## src/rtl/ram_ctrl_pkg.sv

```systemverilog
// Shared definitions for the RAM controller: bus widths, zero word,
// FSM state encoding and the word-alignment helper.
package ram_ctrl_pkg;

  localparam int ADDR_WIDTH = 32;
  localparam int DATA_WIDTH = 32;

  localparam logic [DATA_WIDTH-1:0] ZERO = '0;

  typedef enum logic [1:0] {
    IDLE = 2'd0,
    RD   = 2'd1,
    WR   = 2'd2,
    DONE = 2'd3
  } state_t;

  // The RAM is word organised, so the byte offset is dropped on the bus.
  function automatic logic [ADDR_WIDTH-1:0] word_addr(input logic [ADDR_WIDTH-1:0] addr);
    return {addr[ADDR_WIDTH-1:2], 2'b00};
  endfunction

endpackage

```

## src/rtl/ram_ctrl_wdog.sv

```systemverilog
// Bus watchdog for ram_ctrl. Only present when RAM_CTRL_TIMEOUT_EN is
// defined; in the default build this file contributes no module.
`ifdef RAM_CTRL_TIMEOUT_EN
module ram_ctrl_wdog #(
  parameter int TIMEOUT_CYCLES = 16
) (
  input  logic clk_i,
  input  logic rst_i,
  input  logic count_en_i,
  output logic expired_o
);

  localparam int CW = $clog2(TIMEOUT_CYCLES + 1);

  logic [CW-1:0] count_q;

  // The last waiting cycle is the one where the count has already reached TIMEOUT_CYCLES-1.
  assign expired_o = count_en_i && (count_q == CW'(TIMEOUT_CYCLES - 1));

  // Count consecutive unacknowledged bus cycles; any ack, abort or state change restarts it.
  always_ff @(posedge clk_i or posedge rst_i) begin
    if (rst_i) begin
      count_q <= '0;
    end else if (!count_en_i || expired_o) begin
      count_q <= '0;
    end else begin
      count_q <= count_q + CW'(1);
    end
  end

endmodule
`endif

```

## src/rtl/ram_ctrl.sv

```systemverilog
// RAM access controller between the memory stage and a word-wide RAM bus.
// Every access reads the addressed word first (old word returned for
// sub-word merge); stores then write the merged word back.
// Optional bus timeout: define RAM_CTRL_TIMEOUT_EN.
module ram_ctrl
  import ram_ctrl_pkg::*;
#(
  parameter int TIMEOUT_CYCLES = 16
) (
  input  logic                  clk_i,
  input  logic                  rst_i,
  input  logic                  mem_req_i,
  input  logic                  mem_we_i,
  input  logic [ADDR_WIDTH-1:0] mem_addr_i,
  input  logic [DATA_WIDTH-1:0] mem_wdata_i,
  output logic [DATA_WIDTH-1:0] mem_rdata_o,
  output logic                  mem_ready_o,
  output logic                  stall_req_o,
  output logic                  bus_req_o,
  output logic                  bus_we_o,
  output logic [ADDR_WIDTH-1:0] bus_addr_o,
  output logic [DATA_WIDTH-1:0] bus_wdata_o,
  input  logic                  bus_ack_i,
  input  logic [DATA_WIDTH-1:0] bus_rdata_i,
  output logic                  err_o
);

  state_t                state;
  logic [DATA_WIDTH-1:0] rdata_q;
  logic                  err_q;
  logic                  busy;
  logic                  timeout;
  logic                  unused_addr_lsbs;

  assign busy             = (state == RD) || (state == WR);
  assign unused_addr_lsbs = ^mem_addr_i[1:0];

`ifdef RAM_CTRL_TIMEOUT_EN
  ram_ctrl_wdog #(
    .TIMEOUT_CYCLES(TIMEOUT_CYCLES)
  ) u_wdog (
    .clk_i     (clk_i),
    .rst_i     (rst_i),
    .count_en_i(busy && mem_req_i && !bus_ack_i),
    .expired_o (timeout)
  );
`else
  logic unused_cfg;
  assign unused_cfg = ^TIMEOUT_CYCLES;
  assign timeout    = 1'b0;
`endif

  // Access sequencer: read phase, optional write phase, one-cycle completion.
  always_ff @(posedge clk_i or posedge rst_i) begin
    if (rst_i) begin
      state   <= IDLE;
      rdata_q <= ZERO;
      err_q   <= 1'b0;
    end else begin
      err_q <= 1'b0;
      case (state)
        IDLE: begin
          if (mem_req_i) state <= RD;
        end
        RD: begin
          if (!mem_req_i) begin
            state <= IDLE;
          end else if (bus_ack_i) begin
            rdata_q <= bus_rdata_i;
            state   <= mem_we_i ? WR : DONE;
          end else if (timeout) begin
            rdata_q <= ZERO;
            err_q   <= 1'b1;
            state   <= DONE;
          end
        end
        WR: begin
          if (!mem_req_i) begin
            state <= IDLE;
          end else if (bus_ack_i) begin
            state <= DONE;
          end else if (timeout) begin
            rdata_q <= ZERO;
            err_q   <= 1'b1;
            state   <= DONE;
          end
        end
        DONE: begin
          state <= IDLE;
        end
        default: begin
          state <= IDLE;
        end
      endcase
    end
  end

  assign bus_req_o   = busy;
  assign bus_we_o    = (state == WR);
  assign bus_addr_o  = busy ? word_addr(mem_addr_i) : '0;
  assign bus_wdata_o = (state == WR) ? mem_wdata_i : ZERO;

  assign mem_rdata_o = rdata_q;
  assign mem_ready_o = (state == DONE);
  assign stall_req_o = mem_req_i && (state != DONE) && !rst_i;
  assign err_o       = err_q;

endmodule
```

## config.mk

```make
export PLATFORM = sky130hd
export DESIGN_NAME = ram_ctrl
export DESIGN_NICKNAME = d
export VERILOG_FILES = /design/src/rtl/ram_ctrl_pkg.sv /design/src/rtl/ram_ctrl_wdog.sv /design/src/rtl/ram_ctrl.sv
export SDC_FILE = /design/constraint.sdc
export NUM_CORES = 1
export LEC_CHECK = 0
export ABC_AREA = 1
export CELL_PAD_IN_SITES_DETAIL_PLACEMENT = 1
export CELL_PAD_IN_SITES_GLOBAL_PLACEMENT = 1
export CORE_UTILIZATION = 19
export DETAILED_ROUTE_END_ITERATION = 8
export PLACE_DENSITY = 0.86
export SYNTH_ARGS = -nofsm -noshare
export SYNTH_HDL_FRONTEND = slang
export SYNTH_HIERARCHICAL = 1
export SYNTH_SLANG_ARGS = --single-unit
```

## constraint.sdc

```tcl
create_clock -name clk_i -period 1.6 [get_ports clk_i]
set_input_delay 0.32 -clock clk_i [delete_from_list [all_inputs] [get_ports clk_i]]
set_output_delay 0.32 -clock clk_i [all_outputs]
set_load 0.005 [all_outputs]
```

## Word level (Yosys, flattened, before mapping)

Index checks and enable logic that the tools add are counted.

| storage, ports and cells | value |
|---|---|
| register bits | 34 |
| input bits | 101 |

| operators by class | value |
|---|---|
| eq/ne operators | 7 |
| multiplexer cells | 9 |
| reductions and logical operators | 7 |

Operator list:

| kind | number |
|---|---|
| $mux W32 | 2 |
| $mux W2 | 5 |
| $pmux W2 S4 | 1 |
| $reduce_and A3 Y1 | 2 |
| $eq A2 B2 Y1 const B | 2 |
| $ne A2 B2 Y1 const B | 2 |
| $ne A3 B2 Y1 const B | 1 |
| $ne A3 B3 Y1 const B | 1 |
| $eq A2 B1 Y1 const B | 1 |
| $logic_and A1 B1 Y1 | 2 |
| $logic_not A2 Y1 | 1 |
| $logic_not A1 Y1 | 1 |
| $logic_or A1 B1 Y1 | 1 |
| $mux W1 | 1 |

## Depth between registers and ports, before layout

Gate-level depths: netlist of run 1.

| depth | value |
|---|---|
| depth after elaboration | 4 |
| depth in mapped cells | 9 |
| gate-level depth less buffers | 8 |

## Worst setup path before layout of run 1

Ideal clock, no wire load.

| timing path | value |
|---|---|
| kind | register -> output |
| start | reg state[0] |
| end | out bus_addr_o[10] |
| arrival time | 1,187 ps |
| data required time | 1,280 ps |
| path slack | 93 ps |
| stages on the path, launching flop included | 6 |
| path through | dfrtp_1 > inv_1 > ha_1 > clkbuf_1 > nand2_1 > inv_1 |

| on the way | value |
|---|---|
| cells in the longest elaborated chain, start to end | 3 |
| elaborated cells on any way between the ends | 4 |

RTL lines:

| element | line | source |
|---|---|---|
| start: declaration | ram_ctrl.sv:28 | `state_t state;` |
| start signal: assignment | ram_ctrl.sv:70 | `state <= mem_we_i ? WR : DONE;` |
| $eq A2 B1 Y1 / $eq A2 B2 Y1 (equally long branches) | ram_ctrl.sv:35 | `assign busy = (state == RD) \|\| (state == WR);` |
| $logic_or A1 B1 Y1 (*) | ram_ctrl.sv:35 |  |
| named net bus_req_o | ram_ctrl.sv:19 | `output logic bus_req_o,` |
| $mux W32 (*) | ram_ctrl.sv:100 | `assign bus_addr_o = busy ? word_addr(mem_addr_i) : '0;` |
| end: declaration | ram_ctrl.sv:21 | `output logic [ADDR_WIDTH-1:0] bus_addr_o,` |

Mark *: on every way through the listed nets, which the timed path passes. The rest lies on a longest branch.

## Worst setup path in the final report of run 1

| timing path | value |
|---|---|
| start | reg state[0] |
| end | out bus_wdata_o[23] |

| on the way | value |
|---|---|
| cells in the longest elaborated chain, start to end | 2 |

RTL lines:

| element | line | source |
|---|---|---|
| $eq A2 B2 Y1 | ram_ctrl.sv:101 | `assign bus_wdata_o = (state == WR) ? mem_wdata_i : ZERO;` |
| $mux W32 | ram_ctrl.sv:101 |  |
| end: declaration | ram_ctrl.sv:22 | `output logic [DATA_WIDTH-1:0] bus_wdata_o,` |

No other way between the ends.

==> metrics, run 1 <==
status=finished, violations left; failing checks=setup timing; fmax=539.1 MHz; Starting Density=0.1958; H-tree lvl count=2; reg2reg setup slack=-10 ps; Max Slew Vio Count=0; TritonCTS clock tree=done; Power Density=1477 nW/µm²; Final min period=1855 ps; most common cell after layout, fill and taps aside=clkdlybuf4s50_1; Cell variety after synth=14; CP Capture Type=primary output; Worst Slack Setup Final=-254.9 ps; FF+latch count, synth=34; first-pass GRT wire length=14010 µm; crit path max fanout=8; ANT cells=0; port buffer count=196; CTS Buffer Depth=2; clk_lat worst skew=280 ps; combinational share of power=0.697; CTS sink count=34; drt total wl=9819 µm; Clock Power Share=0.108; synth warn=6; final setup fails=68; Clock transition at path regs=70 ps; Post-Syn Area=2132 µm²; pin count of the biggest net entering global routing=35; post-route ant nets=0; Mapped Avg Cell Area=7.131 µm²; Final Skew=8.610 ps; core area=10890 µm²; sequential share of the synthesized area=0.3991; Power Total=7579 µW; worst setup path category=register to primary output; share of total power in sequential cells=0.195; RePlAce Congestion=0.8004; Die Span Y=107.9 µm; Row Count=38; Cell Count, Final, Fillers Out=656; gr usage total=0.1561; Switch Pwr=2814 µW; max-cap viol count=0; Setup TNS Final=-12830 ps; routed length per placed instance=14.97 µm; Die Wd=107.9 µm; initial drt markers=67; Synth-to-Final Area Change=140.6%; switch share=0.3713; # nets final=622; placed cells=632; hold crit path type=register to register; RSZ-0062 raised after global routing=yes; # DRC=0; post-detail-place hpwl=6615 µm; die area=11650 µm²; CTS root buf=clkbuf_8; Leakage=0.002935 µW; Req. time, crit path=1280 ps; Internal Dissipation=4765 µW; DR vias/cell=3.970; Worst setup SP type=register; layout cell share with drive strength beyond 1=0.4981; Fin. Hold Viols=0; Overflow after GRT=0; antenna violations before repair=0; commonest cells after routing, fill and taps aside=clkdlybuf4s50_1 (130), inv_2 (55), buf_6 (51); via count=2604; cts bufs inserted=5; Tcrit/Tclk final=1.159; First-pass DRT Iterations=4; Place WS=-269.2 ps; Mapped Cells=299; Crit path arrival time=1530 ps; IO Count=202; VDD IR max=1.331 mV; vias in the first global route=2899
[layer usage]
layer / share of wire / wire (µm) / track usage
met2: 0.58 / 5738 / 0.3219
met1: 0.34 / 3377 / 0.1545
met5: 0 / 0 / 0
met3: 0.043 / 422 / 0.02592
met4: 0.029 / 280 / 0.05186
[repair_timing]
action / in CTS / in global routing
pin swaps: 28 / 10
hold buffers: 0 / 0
gates cloned: 8 / 0
hold endpoints to repair: 0 / 0
setup endpoints to repair: 66 / 67
buffers inserted: 8 / 2
gates resized for setup: 381 / 116
[power by group through the flow]
stage | sequential [µW] | clock [µW] | combinational, µW
floorplan | 1520 | 0 | 1380
global placement | 1460 | 0 | 3610
detailed placement | 1490 | 0 | 3750
CTS | 1480 | 841 | 4690
global route | 1550 | 882 | 5660
finish | 1480 | 816 | 5280
[worst max-delay path: stages, from the launching register on]
cell and delay (ps):
dfrtp_1 400, inv_2 90, buf_6 100, ha_4 160, buf_8 140, buf_16 150
nand2_2 50, inv_1 40, buf_2 90
[state kept, by name, indices dropped and copies added, names as in the netlist]
signal and cells:
mem_rdata_o 32, state 2
[final timing paths]
| path | from | end | cells past startpoint |
|---|---|---|---|
| hold reg to reg | mem_rdata_o[20] | mem_rdata_o[20] | 2 |
| setup reg to reg | state[0] | state[1] | 11 |
| max in group asynchronous | rst_i | mem_rdata_o[23] | 4 |
| setup / recovery | state[0] | bus_wdata_o[23] | 8 |
| min in group asynchronous | rst_i | state[1] | 4 |
| hold / removal | mem_rdata_o[20] | mem_rdata_o[20] | 2 |
[synthesized netlist by cell type]
master / count / area share
buf_2: 3 / 0.0070
conb_1: 1 / 0.0018
ha_1: 5 / 0.029
nand2_2: 1 / 0.0029
dfrtp_1: 34 / 0.40
o21ai_2: 32 / 0.13
nand3_1: 4 / 0.0094
inv_1: 101 / 0.18
nand2_1: 103 / 0.18
nor3_1: 1 / 0.0023
nand3_4: 1 / 0.0082
buf_4: 3 / 0.011
buf_6: 6 / 0.032
clkbuf_1: 4 / 0.0070
[kinds of logic after synthesis]
logic type	Yosys count	share of synthesized area
other	1	0.001759
AO/OA/AOI/OAI	32	0.1315
flip-flops	34	0.3991
AND/OR/NAND/NOR	110	0.2042
adder cells (fa/ha/maj)	5	0.02934
buffers and inverters	117	0.2341
[layout make-up]
type,count,area (µm²)
inverters,101,379.1
clock buffers,6,82.58
multi-input cells,150,1231
fillers,1258,5758
well taps,140,175.2
flip-flops and latches,34,850.8
repair buffers,224,2381
clock inverters,1,30.03
[per-stage QoR]
stage / util / cell area, µm² / hold slack [ps]
2_1_floorplan: - / 2140 / 460.8
3_3_place_gp: 0.3951 / 4302 / 465.8
3_5_place_dp: 0.3951 / 4302 / 472.2
4_1_cts: 0.4315 / 4698 / 490.4
5_1_grt: 0.4712 / 5130 / 505.1
6_report: 0.4712 / 5130 / 483.0
(Power assumes the default switching activity.)
==> run 2, diff against run 1 <==
HOLD_SLACK_MARGIN = 0.08   (was default)
==> results of run 2 <==
No change in the layout: final DEF, timing and power equal those of run 1.
==> run 3, diff against run 2 <==
CELL_PAD_IN_SITES_GLOBAL_PLACEMENT = 2   (was 1)
CORE_UTILIZATION = 14   (was 19)
PLACE_DENSITY = 0.87   (was 0.86)
==> run 3 against run 2 <==
  * The run ends with DRC, setup timing left
  * Total power is 3.4% lower
  * Sequential share of layout area is 0.29 points higher
  * Combinational power is 8.1% lower
  * Flip-flop and latch count stayed put
  * Via count is 0.15% higher
  * Critical path depth stayed put
  * Core utilization is 13 points lower
  * Worst setup slack worse by 30 ps
  * Non-clock buffer count is 4 higher
  * First-iteration DRC count is 12% lower
==> metrics, run 3 (same netlist as run 1, synthesis figures left out) <==
status=finished, violations left (unchanged); failing checks=DRC, setup timing (was setup timing); # DRC=9 (was 0); layout cell share with drive strength beyond 1=0.4453 (was 0.4981); most common cell after layout, fill and taps aside=clkdlybuf4s50_1 (unchanged); drt total wl=8921 µm (was 9819 µm); commonest cells after routing, fill and taps aside=clkdlybuf4s50_1 (130), inv_1 (64), nand2_1 (53) (was clkdlybuf4s50_1 (130), inv_2 (55), buf_6 (51)); Crit-path slowest cell=dfrtp_1 (unchanged); via count=2608 (was 2604); Tcrit/Tclk final=1.178 (was 1.159); Power Density=1452 nW/µm² (was 1477 nW/µm²); max reg flops=32 (unchanged); DR vias/cell=3.699 (was 3.970); max-cap viol count=0 (unchanged); Fin. Hold Viols=0 (unchanged); routed length per placed instance=12.65 µm (was 14.97 µm); Row Count=44 (was 38); most frequent CP cell=inv_2; H-tree lvl count=2 (unchanged); port buffer count=196 (unchanged); cts bufs inserted=5 (unchanged); CP Capture Type=primary output (unchanged); critical path's largest stage delay=410 ps (was 400 ps); initial drt markers=59 (was 67); pin count of the biggest net entering global routing=35 (unchanged); Worst setup SP type=register (unchanged); vias in the first global route=2825 (was 2899); clk_lat worst skew=270 ps (was 280 ps); hold crit path type=register to register (unchanged); Crit path arrival time=1560 ps (was 1530 ps); Starting Density=0.1450 (was 0.1958); crit path max fanout=6 (was 8); Die Span Y=125.4 µm (was 107.9 µm); post-route cell area=5042 µm² (was 5130 µm²); cell chain of the critical path=inv_2 -> ha_4 -> buf_12 -> buf_16 -> buf_8 -> nand2_2 -> inv_2 -> buf_2 (was inv_2 -> buf_6 -> ha_4 -> buf_8 -> buf_16 -> nand2_2 -> inv_1 -> buf_2); # nets final=626 (was 622); First-pass DRT Iterations=6 (was 4); worst setup path category=register to primary output (unchanged); RePlAce Congestion=0.6620 (was 0.8004); die area=15730 µm² (was 11650 µm²); CTS root buf=clkbuf_16 (was clkbuf_8); VDD IR max=0.8253 mV (was 1.331 mV); Synth-to-Final Area Change=136.5% (was 140.6%); Area after DPL=4384 µm² (was 4302 µm²); antenna violations before repair=0 (unchanged); Place WS=-291.8 ps (was -269.2 ps); RSZ-0062 raised after global routing=yes (unchanged); CTS Buffer Depth=2 (unchanged); number of buffers and inverters on the critical path=6 (unchanged); Power Total=7321 µW (was 7579 µW); Leakage=0.002870 µW (was 0.002935 µW); final setup fails=65 (was 68); CTS sink count=34 (unchanged); Die Wd=125.4 µm (was 107.9 µm); core area=14700 µm² (was 10890 µm²); ANT cells=0 (unchanged); Max Slew Vio Count=0 (unchanged); TritonCTS clock tree=done (unchanged); IO Count=202 (unchanged); fmax=530.7 MHz (was 539.1 MHz); Final min period=1884 ps (was 1855 ps); Worst Slack Setup Final=-284.4 ps (was -254.9 ps); Fill cells=1724 (was 1258); post-route ant nets=0 (unchanged); Overflow after GRT=0 (unchanged); Crit path max-delay family=buffers and inverters (unchanged); CTS Hold Bufs=0 (unchanged); Req. time, crit path=1280 ps (about the same); Hold WS=476.7 ps (was 483.0 ps); gr usage total=0.1104 (was 0.1561); Final Skew=4.084 ps (was 8.610 ps); first-pass GRT wire length=14010 µm (unchanged); post-detail-place hpwl=6579 µm (was 6615 µm); Clock transition at path regs=60 ps (was 70 ps)
run 3: metal layers:
metal  vias up  share of wire  GRT usage
li1       1269              -          -
met1      1233           0.35     0.1108
met2       100           0.58     0.2297
met3         6          0.062    0.02225
met4         0         0.0081    0.02224
met5         -              0          0
run 3: tightest hold or removal path: stages (launching register included):
cell and delay, ps:
dfrtp_1 340, nand2_1 60, o21ai_2 50
run 3: stage by stage:
stage | instances | utilization | setup TNS [ps]
6_report | 705 | 0.3430 | -10700
5_1_grt | 705 | 0.3430 | -14970
4_1_cts | 706 | 0.3244 | -17580
3_5_place_dp | 678 | 0.2983 | -16010
3_3_place_gp | 678 | 0.2983 | -12220
2_1_floorplan | 301 | - | 0
run 3: worst paths after layout:
kind / endpoint / startpoint / slack (ps) / depth (start not counted)
max in group asynchronous: mem_rdata_o[28] / rst_i / 810 / 4
setup reg to reg: state[0] / state[0] / 60 / 10
hold reg to reg: mem_rdata_o[19] / mem_rdata_o[19] / 480 / 2
min in group asynchronous: state[0] / rst_i / 590 / 4
setup / recovery: bus_addr_o[13] / state[1] / -280 / 8
hold / removal: mem_rdata_o[19] / mem_rdata_o[19] / 480 / 2
run 3: cell type report:
| cell class | instances | area (µm²) | area share |
|---|---|---|---|
| multi-input combinational | 150 | 1130 | 0.2241 |
| inverter | 101 | 379.1 | 0.07519 |
| clock inverter | 2 | 12.51 | 0.002481 |
| tap | 184 | 230.2 | 0.04566 |
| timing repair buffer | 228 | 2301 | 0.4563 |
| sequential | 34 | 850.8 | 0.1687 |
| clock buffer | 6 | 138.9 | 0.02754 |
run 3: what timing repair did:
action                                  4_1_cts  5_1_grt
endpoints found under the hold margin         0        0
pin swaps                                     5       28
setup buffers                                16        3
gates cloned                                  5        4
endpoints found under the setup margin       66       99
resized for setup                           297      125
run 3: report_power, final:
group / leakage [µW] / internal, µW / switching, µW
clock network: 0.0000729 / 616 / 369
registers: 0.000423 / 1260 / 227
logic: 0.00237 / 2800 / 2040
